File: src/rtl/mem_rd_arbiter.sv
// mem_rd_arbiter: 4-way round-robin read arbiter with a 4-entry outstanding-read tracking table.
// Optional per-entry age timeout is compiled in when MRA_TIMEOUT_EN is defined.
module mem_rd_arbiter #(
    parameter int NREQ = 4
) (
    input  logic                 clk,
    input  logic                 reset,
    input  logic [NREQ-1:0]      req_valid,
    input  logic [16*NREQ-1:0]   req_address,
    output logic [NREQ-1:0]      req_ready,
    output logic                 rd_en,
    output logic [15:0]          rd_address,
    input  logic                 rd_ret_ack,
    input  logic [15:0]          rd_ret_address,
    input  logic [15:0]          rd_ret_data,
    output logic [NREQ-1:0]      resp_valid,
    output logic [15:0]          resp_data,
    output logic [2:0]           outstanding,
    output logic                 err_unmatched,
    output logic                 err_timeout
);
    localparam int NENT = 4;

    logic [NENT-1:0] ent_valid;
    logic [15:0]     ent_addr  [NENT];
    logic [1:0]      ent_owner [NENT];
    logic [1:0]      rr_ptr;

    logic [15:0]     req_addr [NREQ];
    logic [NREQ-1:0] req_blocked;
    logic            grant_hit;
    logic [1:0]      grant_idx;
    logic            accept;
    logic            free_hit;
    logic [1:0]      free_idx;
    logic            ret_hit;
    logic [1:0]      ret_idx;
    logic [NENT-1:0] to_expire;
    logic [NENT-1:0] set_mask;
    logic [NENT-1:0] clear_mask;

    for (genvar i = 0; i < NREQ; i++) begin : g_addr
        assign req_addr[i] = req_address[16*i +: 16];
    end

    // A requester whose address is already in flight is skipped, not stalled on.
    always_comb begin
        req_blocked = '0;
        for (int unsigned i = 0; i < NREQ; i++) begin
            for (int unsigned e = 0; e < NENT; e++) begin
                if (ent_valid[e] && ent_addr[e] == req_addr[i])
                    req_blocked[i] = 1'b1;
            end
        end
    end

    always_comb begin
        grant_hit = 1'b0;
        grant_idx = '0;
        for (int unsigned k = 0; k < NREQ; k++) begin
            if (!grant_hit && req_valid[rr_ptr + 2'(k)] && !req_blocked[rr_ptr + 2'(k)]) begin
                grant_hit = 1'b1;
                grant_idx = rr_ptr + 2'(k);
            end
        end
    end

    always_comb begin
        req_ready = '0;
        if (!reset && !(&ent_valid) && grant_hit)
            req_ready[grant_idx] = 1'b1;
    end

    assign accept = |(req_valid & req_ready);

    always_comb begin
        free_hit = 1'b0;
        free_idx = '0;
        for (int unsigned e = 0; e < NENT; e++) begin
            if (!free_hit && !ent_valid[e]) begin
                free_hit = 1'b1;
                free_idx = 2'(e);
            end
        end
    end

    always_comb begin
        ret_hit = 1'b0;
        ret_idx = '0;
        for (int unsigned e = 0; e < NENT; e++) begin
            if (!ret_hit && rd_ret_ack && ent_valid[e] && ent_addr[e] == rd_ret_address) begin
                ret_hit = 1'b1;
                ret_idx = 2'(e);
            end
        end
    end

    // Freed and allocated entries never coincide: allocation only targets entries already free.
    always_comb begin
        set_mask   = '0;
        clear_mask = to_expire;
        if (accept)
            set_mask[free_idx] = 1'b1;
        if (ret_hit)
            clear_mask[ret_idx] = 1'b1;
    end

    always_comb begin
        outstanding = '0;
        for (int unsigned e = 0; e < NENT; e++)
            outstanding = outstanding + 3'(ent_valid[e]);
    end

    always_ff @(posedge clk or posedge reset) begin
        if (reset) begin
            ent_valid     <= '0;
            rr_ptr        <= '0;
            rd_en         <= 1'b0;
            rd_address    <= '0;
            resp_valid    <= '0;
            resp_data     <= '0;
            err_unmatched <= 1'b0;
            for (int unsigned e = 0; e < NENT; e++) begin
                ent_addr[e]  <= '0;
                ent_owner[e] <= '0;
            end
        end else begin
            rd_en         <= accept;
            err_unmatched <= rd_ret_ack && !ret_hit;
            resp_valid    <= ret_hit ? (NREQ'(1) << ent_owner[ret_idx]) : '0;
            if (ret_hit)
                resp_data <= rd_ret_data;
            if (accept) begin
                rd_address          <= req_addr[grant_idx];
                rr_ptr              <= grant_idx + 2'd1;
                ent_addr[free_idx]  <= req_addr[grant_idx];
                ent_owner[free_idx] <= grant_idx;
            end
            ent_valid <= (ent_valid & ~clear_mask) | set_mask;
        end
    end

`ifdef MRA_TIMEOUT_EN
    logic [7:0] ent_age [NENT];

    // An entry expires on the edge where its age would become 255; a matching return wins.
    always_comb begin
        to_expire = '0;
        for (int unsigned e = 0; e < NENT; e++)
            to_expire[e] = ent_valid[e] && ent_age[e] == 8'd254 && !(ret_hit && ret_idx == 2'(e));
    end

    always_ff @(posedge clk or posedge reset) begin
        if (reset) begin
            err_timeout <= 1'b0;
            for (int unsigned e = 0; e < NENT; e++)
                ent_age[e] <= '0;
        end else begin
            err_timeout <= |to_expire;
            for (int unsigned e = 0; e < NENT; e++) begin
                if (accept && free_idx == 2'(e))
                    ent_age[e] <= '0;
                else if (ent_valid[e])
                    ent_age[e] <= ent_age[e] + 8'd1;
            end
        end
    end
`else
    assign to_expire   = '0;
    assign err_timeout = 1'b0;
`endif

endmodule
File: config.mk
export PLATFORM = sky130hd
export DESIGN_NAME = mem_rd_arbiter
export DESIGN_NICKNAME = d
export VERILOG_FILES = /design/src/rtl/mem_rd_arbiter.sv
export SDC_FILE = /design/constraint.sdc
export NUM_CORES = 1
export LEC_CHECK = 0
export CORE_MARGIN = 5
export CORE_UTILIZATION = 56
export CTS_CLUSTER_SIZE = 8
export DETAILED_ROUTE_END_ITERATION = 8
export PLACE_DENSITY_LB_ADDON = 0.12
export SYNTH_ARGS = -nofsm -noshare
export SYNTH_HDL_FRONTEND = slang
export SYNTH_SLANG_ARGS = --single-unit
File: constraint.sdc
create_clock -name clk -period 5.51 [get_ports clk]
set_input_delay 1.102 -clock clk [delete_from_list [all_inputs] [get_ports clk]]
set_output_delay 1.102 -clock clk [all_outputs]
set_load 0.02 [all_outputs]
; ---- Word-level counts from Yosys, hierarchy flattened
; Index checks and enable logic that the tools add are counted.
[op_classes]
n_lt_le_gt_ge = 14
shift = 1
muxes = 75
n_eq_ne = 20
addsub = 7
reduce_logical = 64
bitwise = 7
[ops]
columns = cell, n
row1 = == test 16 bit, 20
row2 = bitwise mux 64 bit, 1
row3 = two-way mux 16 bit, 3
row4 = logical AND 1 bit, 44
row5 = two-way mux 1 bit, 40
row6 = binary-select mux 16 bit (select 2 bit), 1
row7 = demux 16 bit (select 2 bit), 1
row8 = two-way mux 2 bit, 11
row9 = < comparator 2 x 3 -> 1 bit (second input constant), 7
row10 = zero test 1 bit, 18
row11 = binary-select mux 1 bit (select 2 bit), 8
row12 = two-way mux 4 bit, 4
row13 = greater-or-equal comparator 3 bit (second input constant), 3
row14 = NOT 2 -> 3 bit, 3
row15 = AND 4 bit, 2
row16 = bitwise mux 8 bit, 1
row17 = demux 1 bit (select 2 bit), 3
row18 = greater-or-equal comparator 2 x 1 -> 1 bit (second input constant), 3
row19 = adder 2 x 1 -> 2 bit (second input constant), 2
row20 = adder 2 bit (second input constant), 2
row21 = binary-select mux 2 bit (select 2 bit), 1
row22 = demux 2 bit (select 2 bit), 1
row23 = NOT 4 bit, 1
row24 = bitwise OR 4 bit, 1
row25 = other kinds (7), 7
[word_totals]
reg_bits = 116
elab_cells = 203
inputBits = 103
output_inout_bits = 46

; ---- Logic depth before layout (Yosys ltp)
[depth]
ltp_word = 32
mapped_depth = 13
depth_no_buf = 9

; ---- Worst setup path before layout
; OpenSTA, ideal clock, no wires.
[synth_timing]
path_type = input-to-output
from = in req_address[14]
to = out req_ready[1]
stages = 13
n_path_buf = 4
required_ps = 4408
path_slack_ps = 1062
arrival_ps = 3346
cell_sequence = buf_4 xor2_1 nor4_1 nand4_1 o32ai_2 or4b_1 a21boi_1 nand3_1 buf_6 or2_1 buf_4 buf_6 nor2_1
[synth_via]
elab_chain_len = 28
elab_cells_between_ends = 49
classes_between = order compare: 2 / eq/ne: 4 / mux: 23 / reduce/logical: 20
[synth_lines]
columns = element, line_no
row1 = "start, declared", 9  ; input logic [16*NREQ-1:0] req_address,
row2 = == test 16 bit, 51  ; if (ent_valid[e] && ent_addr[e] == req_addr[i])
row3 = logical AND 1 bit, 51
row4 = two-way mux 1 bit (3 in a row), 51
row5 = two-way mux 1 bit *, 51
row6 = binary-select mux 1 bit (select 2 bit), 61  ; if (!grant_hit && req_valid[rr_ptr + 2'(k)] && !req_blocked[rr_ptr + 2'(k)]) begin
row7 = two-way mux 1 bit (not written as such), 61
row8 = zero test 1 bit, 61
row9 = logical AND 1 bit, 61
row10 = (+9 left out), --
row11 = zero test 1 bit, 61
row12 = logical AND 1 bit (2 in a row), 61
row13 = two-way mux 2 bit, 61
row14 = < comparator 2 x 3 -> 1 bit (not written as such) or greater-or-equal comparator 2 x 1 -> 1 bit (tied branches), 71  ; req_ready[grant_idx] = 1'b1;
row15 = logical AND 1 bit (not written as such), 71
row16 = two-way mux 1 bit (not written as such), 71
row17 = demux 1 bit (select 2 bit), 71
row18 = two-way mux 4 bit *, 70  ; if (!reset && !(&ent_valid) && grant_hit)
row19 = "end, declared", 10  ; output logic [NREQ-1:0] req_ready,
; Every way passes the cells marked *; elsewhere a longest branch is shown, timed or not. The select of a mux whose other input is x is not followed.

; ---- Worst setup path in the final report
[layout_timing]
from = in req_address[31]
to = out req_ready[0]
; The elaborated chain is that of the path after synthesis.

==> impl_metrics.yaml <==
placed_design:
  port_buffers: 147
  globalplace.congestion: 1.07
  dp_cells: 1372
  detailed_place_hpwl_um: 33400
clock_network:
  post_cts.repair.setup_buffers: 0
  cts-root-buf: "sky130_fd_sc_hd__clkbuf_16"
  clkLatencyLatePin_ns: 0.43
  clk_transition_reported_paths_ns: 0.06
  clock_sinks: 116
  htree_levels: 4
  cts_tree: "done"
  cts_made_buffers: 17
  max-clock-path-buffers: 2
finish:
  area.growth.synth_to_final_pct: 19.6
  layout-drive-gt1-share_pct: 18.8
  nets: 1272
  multi_input_area_mm2: 0.00624
  final_cells: 1404
  layout.filler_cells: 1383
  antenna_cells: 0
  seq_area_mm2: 0.00290
floorplanning:
  die_area_mm2: 0.0214
  number_of_cell_rows: 49
  die_w_um: 146
  floorplan.initialDensity_pct: 57.4
  core_area_mm2: 0.0181
  pin_count: 149
  y_dimension_of_the_die_um: 146
outcome:
  violated_checks: "negative setup slack"
  status: "finished, violations left"
timing:
  clock-skew-final_ns: 0.0131
  slew_limit_fails: 0
  setup_ws_ns: -0.0710
  hold_violation_count_in_the_final_report: 0
  relSlewSlack_pct: 43.6
  achievable-frequency_ghz: 0.179
  min_period_ns: 5.58
  final_min_period_over_clock_period_pct: 101
  grt_setup_unrepaired: "yes"
  tightestPinTransition_ns: 0.846
  count_of_final_setup_violators: 1
yosys:
  synth.ff_latch_count: 116
  synth_largest_area_cell: "sky130_fd_sc_hd__dfrtp_1"
  synth_async_sr_flop_share_pct: 100
  yosysWarnings: 0
  synth-edff-count: 0
  yosys_most_used_dff: "sky130_fd_sc_hd__dfrtp_1"
  postSynthCellCount: 1045
  synth_top_cell_area_share_pct: 27.9
  syn-num-nets: 1155
  mappedNetlistArea_mm2: 0.0104
  ys_types: 57
  synth_seq_area_share_pct: 27.9
  avgSynthCellArea_um2: 9.96
  synthTopCellsByArea: "sky130_fd_sc_hd__dfrtp_1, sky130_fd_sc_hd__xor2_1, sky130_fd_sc_hd__xnor2_1"
grt:
  globalRoute.totalOverflow: 0
  grt_first_pass_wirelength_um: 64700
  grt_pass1_vias: 9587
  number_of_antenna_violations_at_the_first_check_in_global_routing: 1
  grt_usage_pct: 41.3
  grt_max_degree: 66
setup_path:
  cp-start-kind: "input pin"
  worst_setup_path_startpoint: "req_address[31]"
  critPathKind: "in -> out"
  cp-end-kind: "output pin"
  maximum_fanout_count_along_the_critical_path: 10
  reg2reg_from: "ent_addr[48]"
  crit_path_frequent_cell: "sky130_fd_sc_hd__buf_4"
  cp_data_arrival_time_ns: 4.48
  cp.required_ns: 4.41
  crit_path_max_incr_delay_ns: 0.61
  cp_slowest_cell: "sky130_fd_sc_hd__clkdlybuf4s50_1"
  crit_chain: "clkdlybuf4s50_1 > xor2_1 > nor4_1 > buf_4 > nand4_1 > o32ai_2 > or3_1 > o21ai_0 > nand3_1 > buf_4 > nand2_4 > nor2_1 > buf_4 > clkdlybuf4s50_1"
pwr:
  total_power_w: 0.00480
  ir_worst_vdd_mv: 0.316
  pwr-share-seq_pct: 34.2
  p_leak_nw: 5.50
  netSwitchingPower_w: 0.00214
  cell_internal_pwr_w: 0.00266
  powerDensity_mw_per_mm2: 386
  power.share.combinational_pct: 41.3
  clock_power_share_pct: 24.5
  netSwitchingFraction_pct: 44.6
route:
  postRouteAntennaNets: 0
  total_via_count_after_detailed_routing: 9280
  drc_errors: 0
  dr.first_iter.drc_count: 1195
  met1_length_um: 17100
  wl_met2_um: 19700
  dr.max_layer_used: "met5"
  routed_length_on_met3_um: 5220
  dr.pass1.iters: 6
  wirelength_um: 44600
  avgViaCountPerCell: 6.61
  wl_per_cell_um: 31.8
run:
  maxCapViolations: 0
worst_hold_path:
  min-delay-start: "ent_owner[1]"
  worstHoldPathType: "reg -> reg"
==> cell usage in the layout, fill, tap and decap left out, drive strengths merged, types with 3 or more instances in the layout <==
| cell type | synthesis | routed |
|---|---|---|
| dlymetal6s2s | 0 | 4 |
| o221ai | 80 | 80 |
| nor4 | 54 | 54 |
| inv | 15 | 22 |
| dlygate4sd2 | 0 | 6 |
| nor2 | 13 | 13 |
| buf | 161 | 117 |
| clkdlybuf4s50 | 0 | 137 |
| and3 | 4 | 4 |
| or2 | 6 | 6 |
| nand3 | 10 | 10 |
| mux2 | 16 | 16 |
| nand2b | 4 | 4 |
| or3 | 3 | 3 |
| xor2 | 235 | 235 |
| ha | 6 | 6 |
| xnor2 | 86 | 86 |
| nand2 | 110 | 110 |
| o32ai | 6 | 6 |
| clkinvlp | 0 | 3 |
| clkbuf | 5 | 18 |
| nand4 | 30 | 30 |
| o21ai | 9 | 9 |
| dfrtp | 116 | 116 |
| mux2i | 34 | 34 |
| nor3 | 18 | 18 |
==> state kept, by name, summed over array words and instances, names as in the netlist <==
register       flops
ent_addr          64
rd_address        16
resp_data         16
ent_owner          8
ent_valid          4
resp_valid         4
rr_ptr             2
err_unmatched      1
rd_en              1
==> critical path, delay by kind of cell <==
family                 cells  cell delay [ns]
AND/OR/NAND/NOR            6             1.05
buffers and inverters      5             1.68
AO/OA/AOI/OAI              2             0.46
XOR/XNOR                   1             0.21
==> synth_stat cells (3+ instances only) <==
| library cell | number |
|---|---|
| sky130_fd_sc_hd__nor2_1 | 13 |
| sky130_fd_sc_hd__and3_1 | 4 |
| sky130_fd_sc_hd__nor4_1 | 53 |
| sky130_fd_sc_hd__nand3_1 | 9 |
| sky130_fd_sc_hd__nor3_1 | 17 |
| sky130_fd_sc_hd__xnor2_1 | 86 |
| sky130_fd_sc_hd__inv_1 | 14 |
| sky130_fd_sc_hd__nand4_1 | 30 |
| sky130_fd_sc_hd__dfrtp_1 | 116 |
| sky130_fd_sc_hd__mux2i_1 | 6 |
| sky130_fd_sc_hd__or3_1 | 3 |
| sky130_fd_sc_hd__mux2_1 | 10 |
| sky130_fd_sc_hd__o21ai_0 | 8 |
| sky130_fd_sc_hd__nand2b_1 | 4 |
| sky130_fd_sc_hd__mux2_2 | 6 |
| sky130_fd_sc_hd__mux2i_4 | 28 |
| sky130_fd_sc_hd__buf_4 | 87 |
| sky130_fd_sc_hd__buf_12 | 4 |
| sky130_fd_sc_hd__ha_1 | 6 |
| sky130_fd_sc_hd__nand2_1 | 109 |
| sky130_fd_sc_hd__buf_6 | 25 |
| sky130_fd_sc_hd__clkbuf_1 | 4 |
| sky130_fd_sc_hd__xor2_1 | 235 |
| sky130_fd_sc_hd__buf_2 | 45 |
| sky130_fd_sc_hd__o32ai_2 | 5 |
| sky130_fd_sc_hd__o221ai_1 | 60 |
| sky130_fd_sc_hd__or2_1 | 5 |
| sky130_fd_sc_hd__o221ai_2 | 20 |
==> routing by layer <==
layer  vias up  GRT usage [%]
li1       3787              -
met1      4484           53.4
met2       808           62.9
met3       199           11.8
met4         2           21.5
met5         -              0
==> what timing repair did <==
item,4_1_cts,5_1_grt
endpoints found under the setup margin,4,4
pin swaps,0,2
resized for setup,7,8
hold buffers,0,0
==> cells by family (layout without fill, tap and decap cells) <==
group	after synthesis	after routing	share of synthesized area, %
xor+xnor	321	321	27.0
simple gates	259	259	12.7
buf+inv	181	311	12.6
flops	116	116	27.9
compound gates	110	110	10.4
mux	50	50	8.37
fa+ha+maj	7	7	0.914
other cells	1	1	0.0360
==> power by group through the flow <==
stage	clock network [W]	logic, W	registers (W)
floorplan	0	0.00167	0.00120
global placement	0	0.00191	0.00161
detailed placement	0	0.00192	0.00161
CTS	0.00117	0.00194	0.00160
global route	0.00121	0.00209	0.00163
finish	0.00118	0.00198	0.00164
==> cell type report <==
cell class / instances / share of cell area (%)
clock buffer: 18 / 3.45
clock inverter: 14 / 1.34
inverter: 15 / 0.472
multi-input combinational: 748 / 50.1
sequential: 116 / 23.3
tap: 229 / 2.30
timing repair buffer: 264 / 19.0
==> metrics by stage <==
| step | TNS (ns) | utilization, % | area (um2) | worst slack (ns) | hold WS (ns) |
|---|---|---|---|---|---|
| final | -0.0710 | 68.6 | 12400 | -0.0710 | 0.483 |
| after detailed placement | -0.439 | 65.1 | 11800 | -0.122 | 0.471 |
| after global routing | -0.173 | 68.6 | 12400 | -0.173 | 0.514 |
| after global placement | -0.153 | 65.1 | 11800 | -0.0522 | 0.458 |
| after CTS | 0 | 68.4 | 12400 | 0.0138 | 0.485 |
| after floorplan | 0 | - | 10400 | 1.06 | 0.437 |
==> path summary, 6_finish.rpt <==
path / endpoint / slack [ns] / cells past startpoint
setup / recovery: req_ready[0] / -0.07 / 14
max in group asynchronous: ent_addr[7] / 3.31 / 3
hold reg to reg: ent_owner[1] / 0.48 / 2
setup reg to reg: ent_addr[36] / 0.96 / 11
hold / removal: ent_owner[1] / 0.48 / 2
min in group asynchronous: ent_addr[61] / 1.23 / 2
Power figures use the tool's default switching activity.
==> RTL change 1, RTL diff (same settings) <==
Build with the macro `MRA_TIMEOUT_EN` defined.
--- a/src/rtl/mem_rd_arbiter.sv
+++ b/src/rtl/mem_rd_arbiter.sv
@@ -1,5 +1,7 @@
 // mem_rd_arbiter: 4-way round-robin read arbiter with a 4-entry outstanding-read tracking table.
 // Optional per-entry age timeout is compiled in when MRA_TIMEOUT_EN is defined.
+`define MRA_TIMEOUT_EN
+
 module mem_rd_arbiter #(
     parameter int NREQ = 4
 ) (
Check against the original RTL: not settled (the Yosys comparison gave no result); the edit may change what the design does.
==> RTL change 1 against the original RTL <==
  * Synthesized area increased by 6.7%
  * Worst hold slack worse by 0.018 ns
  * Critical path depth down 2
  * Sequential power increased by 40%
  * Cell area grew 9.5%
  * Worst setup slack better by 0.23 ns
  * Total power increased by 31%
  * Wire length is 0.61% lower
  * Sequential cell count rose by 33
  * Critical endpoint is now req_ready[3]
  * Largest cell class unchanged
  * Highest routed layer is now met4
==> RTL change 1: results (changes against the original RTL) <==
Synthesis
  • Synth cell types: 54 (-5.3%)
  • Syn_nets: 1360 (+18%)
  • Synth area leaders: dfrtp_1 (34%), xor2_1 (22%), o221ai_1 (6.4%), buf_2 (6.3%), nand2_1 (5.9%)
  • Synth top cells by count: xor2_1 (276), nand2_1 (175), dfrtp_1 (149), buf_2 (140), o221ai_1 (81)

Finish
  • Multi-input combinational area share: 0.481 (-0.0204)
  • Signal inverters: 20 (+5)
  • Share of layout cells above drive strength 1: 0.124 (-0.0640)
  • Nonclk buf count: 256 (-3.0%)
  • Final-layout clock-cell area share: 0.0449 (-0.00295)
  • Multi-In Gates: 905 (+21%)
  • Nets: 1466 (+15%)
  • Buffering overhead: 0.171 (-0.0195)
  • Sequential cell area share: 0.274 (+0.0404)
  • Filler cell count: 1552 (+12%)

Pwr
  • Switch Pwr: 2880 uW (+34%)
  • Worst IR Drop VDD: 0.302 mV (-4.7%)
  • Leak: 0.00630 uW (+15%)

Placed design
  • Placed instance count: 1595 (+16%)
  • Routability cong.: 1.08 (+0.68%)
  • Post-detail-place hpwl: 33200 um (-0.69%)
  • IO buf count: 148 (+0.68%)
  • Placed Area: 12900 um2 (+9.1%)

Outcome
  • Status: finished clean

Critical path
  • Critical Path Max Stage Delay: 0.63 ns (+0.02 ns)
  • Worst R2R Setup Slack: 1.25 ns (+0.29 ns)
  • R2R Path Start: ent_addr[28]$_DFFE_PP0P_
  • R2r endpoint: ent_addr[40]$_DFFE_PP0P_
  • Worst-path fanout max: 6 (-4)
  • Crit path arrival time: 4.24 ns (-0.24 ns)

Global routing
  • Gr usage total: 0.393 (-0.0200)
  • Largest net degree at the start of global routing: 83 (+26%)
  • GR Util met1: 0.505 (-0.0291)
  • Grt met3 use: 0.102 (-0.0160)
  • Global-route wire length before repair: 65100 um (+0.61%)

Clock network
  • Gates resized, CTS repair: 5 (-2)
  • CTS sink cnt: 149 (+28%)

Routing
  • DRT iter0 DRCs: 1358 (+14%)
  • Routed WL per cell: 27.3 um (-14%)
  • Metal3 WL: 4980 um (-4.4%)
  • Post-Route M1 WL: 16900 um (-1.0%)
  • Vias: 10337 (+11%)
  • Met2 WL post-DR: 19700 um (about the same)
  • DRT Wirelength: 44300 um (-0.61%)

Min path
  • Endpoint, Worst Hold: resp_data[15]$_DFFE_PP0P_

STA
  • Fin Hold WS: 0.465 ns (-0.0184 ns)
  • Clk_skew: 0.0125 ns (-0.000682 ns)
  • Worst slew pin tran: 0.756 ns (-0.0900 ns)

Die
  • Die area: 22700 um2 (+6.2%)
## RTL change 1: cell types whose count changed after synthesis, sizes merged, moves of 15 or more
| cell | unedited run | this run |
|---|---|---|
| xor2 | 235 | 276 |
| nand2 | 110 | 175 |
| xnor2 | 86 | 67 |
| mux2 | 16 | 1 |
| dfrtp | 116 | 149 |
| nor2 | 13 | 44 |
## RTL change 1: logic make-up (layout without fill, tap and decap cells)
family,after synthesis,in the layout,synth area share
AND/OR/NAND/NOR,385,385,0.166
XOR/XNOR,343,343,0.270
buffers and inverters,189,308,0.0850
flip-flops,149,149,0.336
AO/OA/AOI/OAI,129,129,0.0958
multiplexers,34,34,0.0308
adder cells (fa/ha/maj),14,14,0.0164
## RTL change 1: power by group through the flow
stage | Sequential, uW | Combinational [uW] | Clock, uW
after floorplan | 1710 | 2090 | 0
after global placement | 2250 | 2610 | 0
after detailed placement | 2250 | 2650 | 0
after CTS | 2240 | 2680 | 1230
after global routing | 2300 | 2960 | 1290
final | 2290 | 2750 | 1230
==> RTL change 2, RTL diff (same settings) <==
Without the edit above. Register the output `err_unmatched` once more; this adds one clock of latency there. The other outputs are not delayed to match.
--- a/src/rtl/mem_rd_arbiter.sv
+++ b/src/rtl/mem_rd_arbiter.sv
@@ -20,6 +20,8 @@
     output logic                 err_timeout
 );
     localparam int NENT = 4;
+
+    logic err_unmatched_s0;
 
     logic [NENT-1:0] ent_valid;
     logic [15:0]     ent_addr  [NENT];
@@ -119,14 +121,14 @@
             rd_address    <= '0;
             resp_valid    <= '0;
             resp_data     <= '0;
-            err_unmatched <= 1'b0;
+            err_unmatched_s0 <= 1'b0;
             for (int unsigned e = 0; e < NENT; e++) begin
                 ent_addr[e]  <= '0;
                 ent_owner[e] <= '0;
             end
         end else begin
             rd_en         <= accept;
-            err_unmatched <= rd_ret_ack && !ret_hit;
+            err_unmatched_s0 <= rd_ret_ack && !ret_hit;
             resp_valid    <= ret_hit ? (NREQ'(1) << ent_owner[ret_idx]) : '0;
             if (ret_hit)
                 resp_data <= rd_ret_data;
@@ -170,4 +172,8 @@
     assign err_timeout = 1'b0;
 `endif
 
+    always_ff @(posedge clk) begin
+        err_unmatched <= err_unmatched_s0;
+    end
+
 endmodule
Formal check against the unedited RTL: not equivalent (a bounded check fails within 4 cycles, from zero or initial values and one cycle with reset high).
==> RTL change 2 against the original RTL <==
  * Count of clock-buffer cells in the layout stayed put
  * Synthesized area is 0.19% higher
  * Wire length is 6.2% lower
  * Sequential cell count is 1 higher
  * Total power is 0.70% lower
  * Cell area is 0.38% lower
  * Worst setup slack better by 0.39 ns
  * Die area is 0.18% higher
  * First-iteration DRC count is 21% lower
  * Largest power group unchanged
==> RTL change 2: results (changes against the original RTL) <==
Min path
  • Hold WC Path Type: flop to flop
  • Hold Path Depth: 0 (-2)

Finish
  • Nets: 1255 (-1.3%)
  • Biggest regs: ent_addr (64), rd_address (16), resp_data (16)
  • ANT cells: 0 (unchanged)
  • Share of layout cells above drive strength 1: 0.177 (-0.0111)
  • Fin cells: 1392 (-0.85%)

Critical path
  • Worst-path fanout max: 4 (-6)
  • R2r worst-path depth: 13 (+2)
  • Worst R2R Setup Slack: 1.38 ns (+0.42 ns)
  • Crit path arrival time: 4.09 ns (-0.39 ns)

Global routing
  • Global-route wire length before repair: 61100 um (-5.7%)
  • Largest net degree at the start of global routing: 48 (-27%)
  • Initial antenna violation count: 1 (unchanged)
  • Gr usage total: 0.386 (-0.0265)
  • Vias in the first global route: 9183 (-4.2%)

Clock network
  • Clock Latency Late Sink: 0.43 ns (about the same)
  • H-tree Lvls: 4 (unchanged)
  • Worst-path clk slew: 0.07 ns
  • CTS Buf Count: 17 (unchanged)
  • Clk buf depth: 2 (unchanged)

Synthesis
  • Asr flop ratio synth: 0.991 (-0.00855)
  • Synth cell types: 58 (+1.8%)
  • Post-Syn Instances: 1046 (+0.096%)
  • Synth top cells by count: xor2_1 (235), dfrtp_1 (116), nand2_1 (109), buf_4 (87), xnor2_1 (86)
  • Syn_nets: 1156 (+0.087%)
  • Register area share after synthesis: 0.280 (+0.00138)
  • YS warnings: 0 (unchanged)
  • Synth area leaders: dfrtp_1 (28%), xor2_1 (20%), xnor2_1 (7.2%), buf_4 (6.3%), mux2i_4 (6.0%)

STA
  • Post-route setup TNS: 0 ns (+0.0710 ns)
  • Worst slew pin tran: 0.653 ns (-0.193 ns)
  • Final WS setup: 0.321 ns (+0.392 ns)
  • Clk_skew: 0.0179 ns (+0.00475 ns)
  • Slew Limit Fails: 0 (unchanged)
  • Fin Hold WS: 0.343 ns (-0.140 ns)

Pwr
  • Leak: 0.00546 uW (-0.58%)
  • Worst IR Drop VDD: 0.235 mV (-26%)
  • Switch share: 0.434 (-0.0118)

Routing
  • Routed WL per cell: 30.1 um (-5.4%)
  • Vias: 8928 (-3.8%)
  • 1st-pass router iterations: 5 (-1)
  • DRT iter0 DRCs: 947 (-21%)

Placed design
  • IO buf count: 147 (unchanged)
  • Pre-CTS WS: -0.0232 ns (+0.0990 ns)
  • Post-detail-place hpwl: 31400 um (-5.9%)
  • Routability cong.: 1.15 (+7.4%)

Outcome
  • Status: finished clean
==> RTL change 2: metrics by stage <==
step / utilization / cell area (um2) / power, uW
6_report: 0.670 / 12400 / 4770
5_1_grt: 0.670 / 12400 / 4930
4_1_cts: 0.666 / 12300 / 4690
3_5_place_dp: 0.634 / 11700 / 3510
3_3_place_gp: 0.634 / 11700 / 3500
2_1_floorplan: - / 10400 / 2880
==> RTL change 2: timing repair <==
action / 4_1_cts / 5_1_grt
resized for setup: 2 / 12
setup buffers: 0 / 0
setup endpoints to repair: 2 / 4
pin swaps: 1 / 1
hold endpoints to repair: 0 / 0
==> RTL change 2: cell families (layout without fill, tap and decap cells) <==
| family | count (synthesis) | after routing | share of synthesized area |
|---|---|---|---|
| mux | 50 | 50 | 0.0835 |
| compound gates | 110 | 110 | 0.104 |
| buf+inv | 181 | 293 | 0.126 |
| xor+xnor | 321 | 321 | 0.270 |
| other cells | 1 | 1 | 0.000360 |
| simple gates | 259 | 259 | 0.127 |
| fa+ha+maj | 7 | 7 | 0.00912 |
| flops | 117 | 117 | 0.280 |
==> RTL change 2: per-layer routing <==
layer | routed length, um | GRT usage
met4 | 2420 | 0.196
met1 | 16000 | 0.507
met2 | 18600 | 0.586
met3 | 4850 | 0.106
met5 | 13 | 0
==> RTL change 2: worst paths after layout <==
| kind | to | startpoint |
|---|---|---|
| max in group asynchronous | ent_addr[59]$_DFFE_PP0P_ | reset |
| min | err_unmatched$_DFF_P_ | err_unmatched_s0$_DFF_PP0_ |
| min reg2reg | err_unmatched$_DFF_P_ | err_unmatched_s0$_DFF_PP0_ |
| max | req_ready[1] | req_address[56] |
| max reg2reg | ent_addr[0]$_DFFE_PP0P_ | ent_addr[8]$_DFFE_PP0P_ |
| min in group asynchronous | rd_en$_DFF_PP0_ | reset |
==> RTL change 2: power groups by stage <==
stage | Combinational [uW] | Sequential, uW | Clock (uW)
5_1_grt | 2100 | 1610 | 1220
3_5_place_dp | 1920 | 1590 | 0
4_1_cts | 1940 | 1580 | 1180
3_3_place_gp | 1920 | 1590 | 0
2_1_floorplan | 1670 | 1210 | 0
6_report | 1980 | 1620 | 1170
==> RTL change 2: worst max-delay path: stages <==
cell and delay [ns]:
clkdlybuf4s50_1 0.55, buf_4 0.18, xnor2_1 0.12, nand4_1 0.15, nor4_2 0.39, a32oi_1 0.13
and3_1 0.32, o41ai_4 0.42, or2_1 0.28, nor2_1 0.07, buf_4 0.16, dlymetal6s2s_1 0.21
==> RTL change 2: final cells by class <==
cell class,instances,area (um2)
Multi-Input combinational cell,748,6240
Fill cell,1518,6120
Sequential cell,117,2920
Timing Repair Buffer,246,2280
Clock buffer,18,439
Tap cell,234,293
Clock inverter,14,165
Inverter,15,58.8
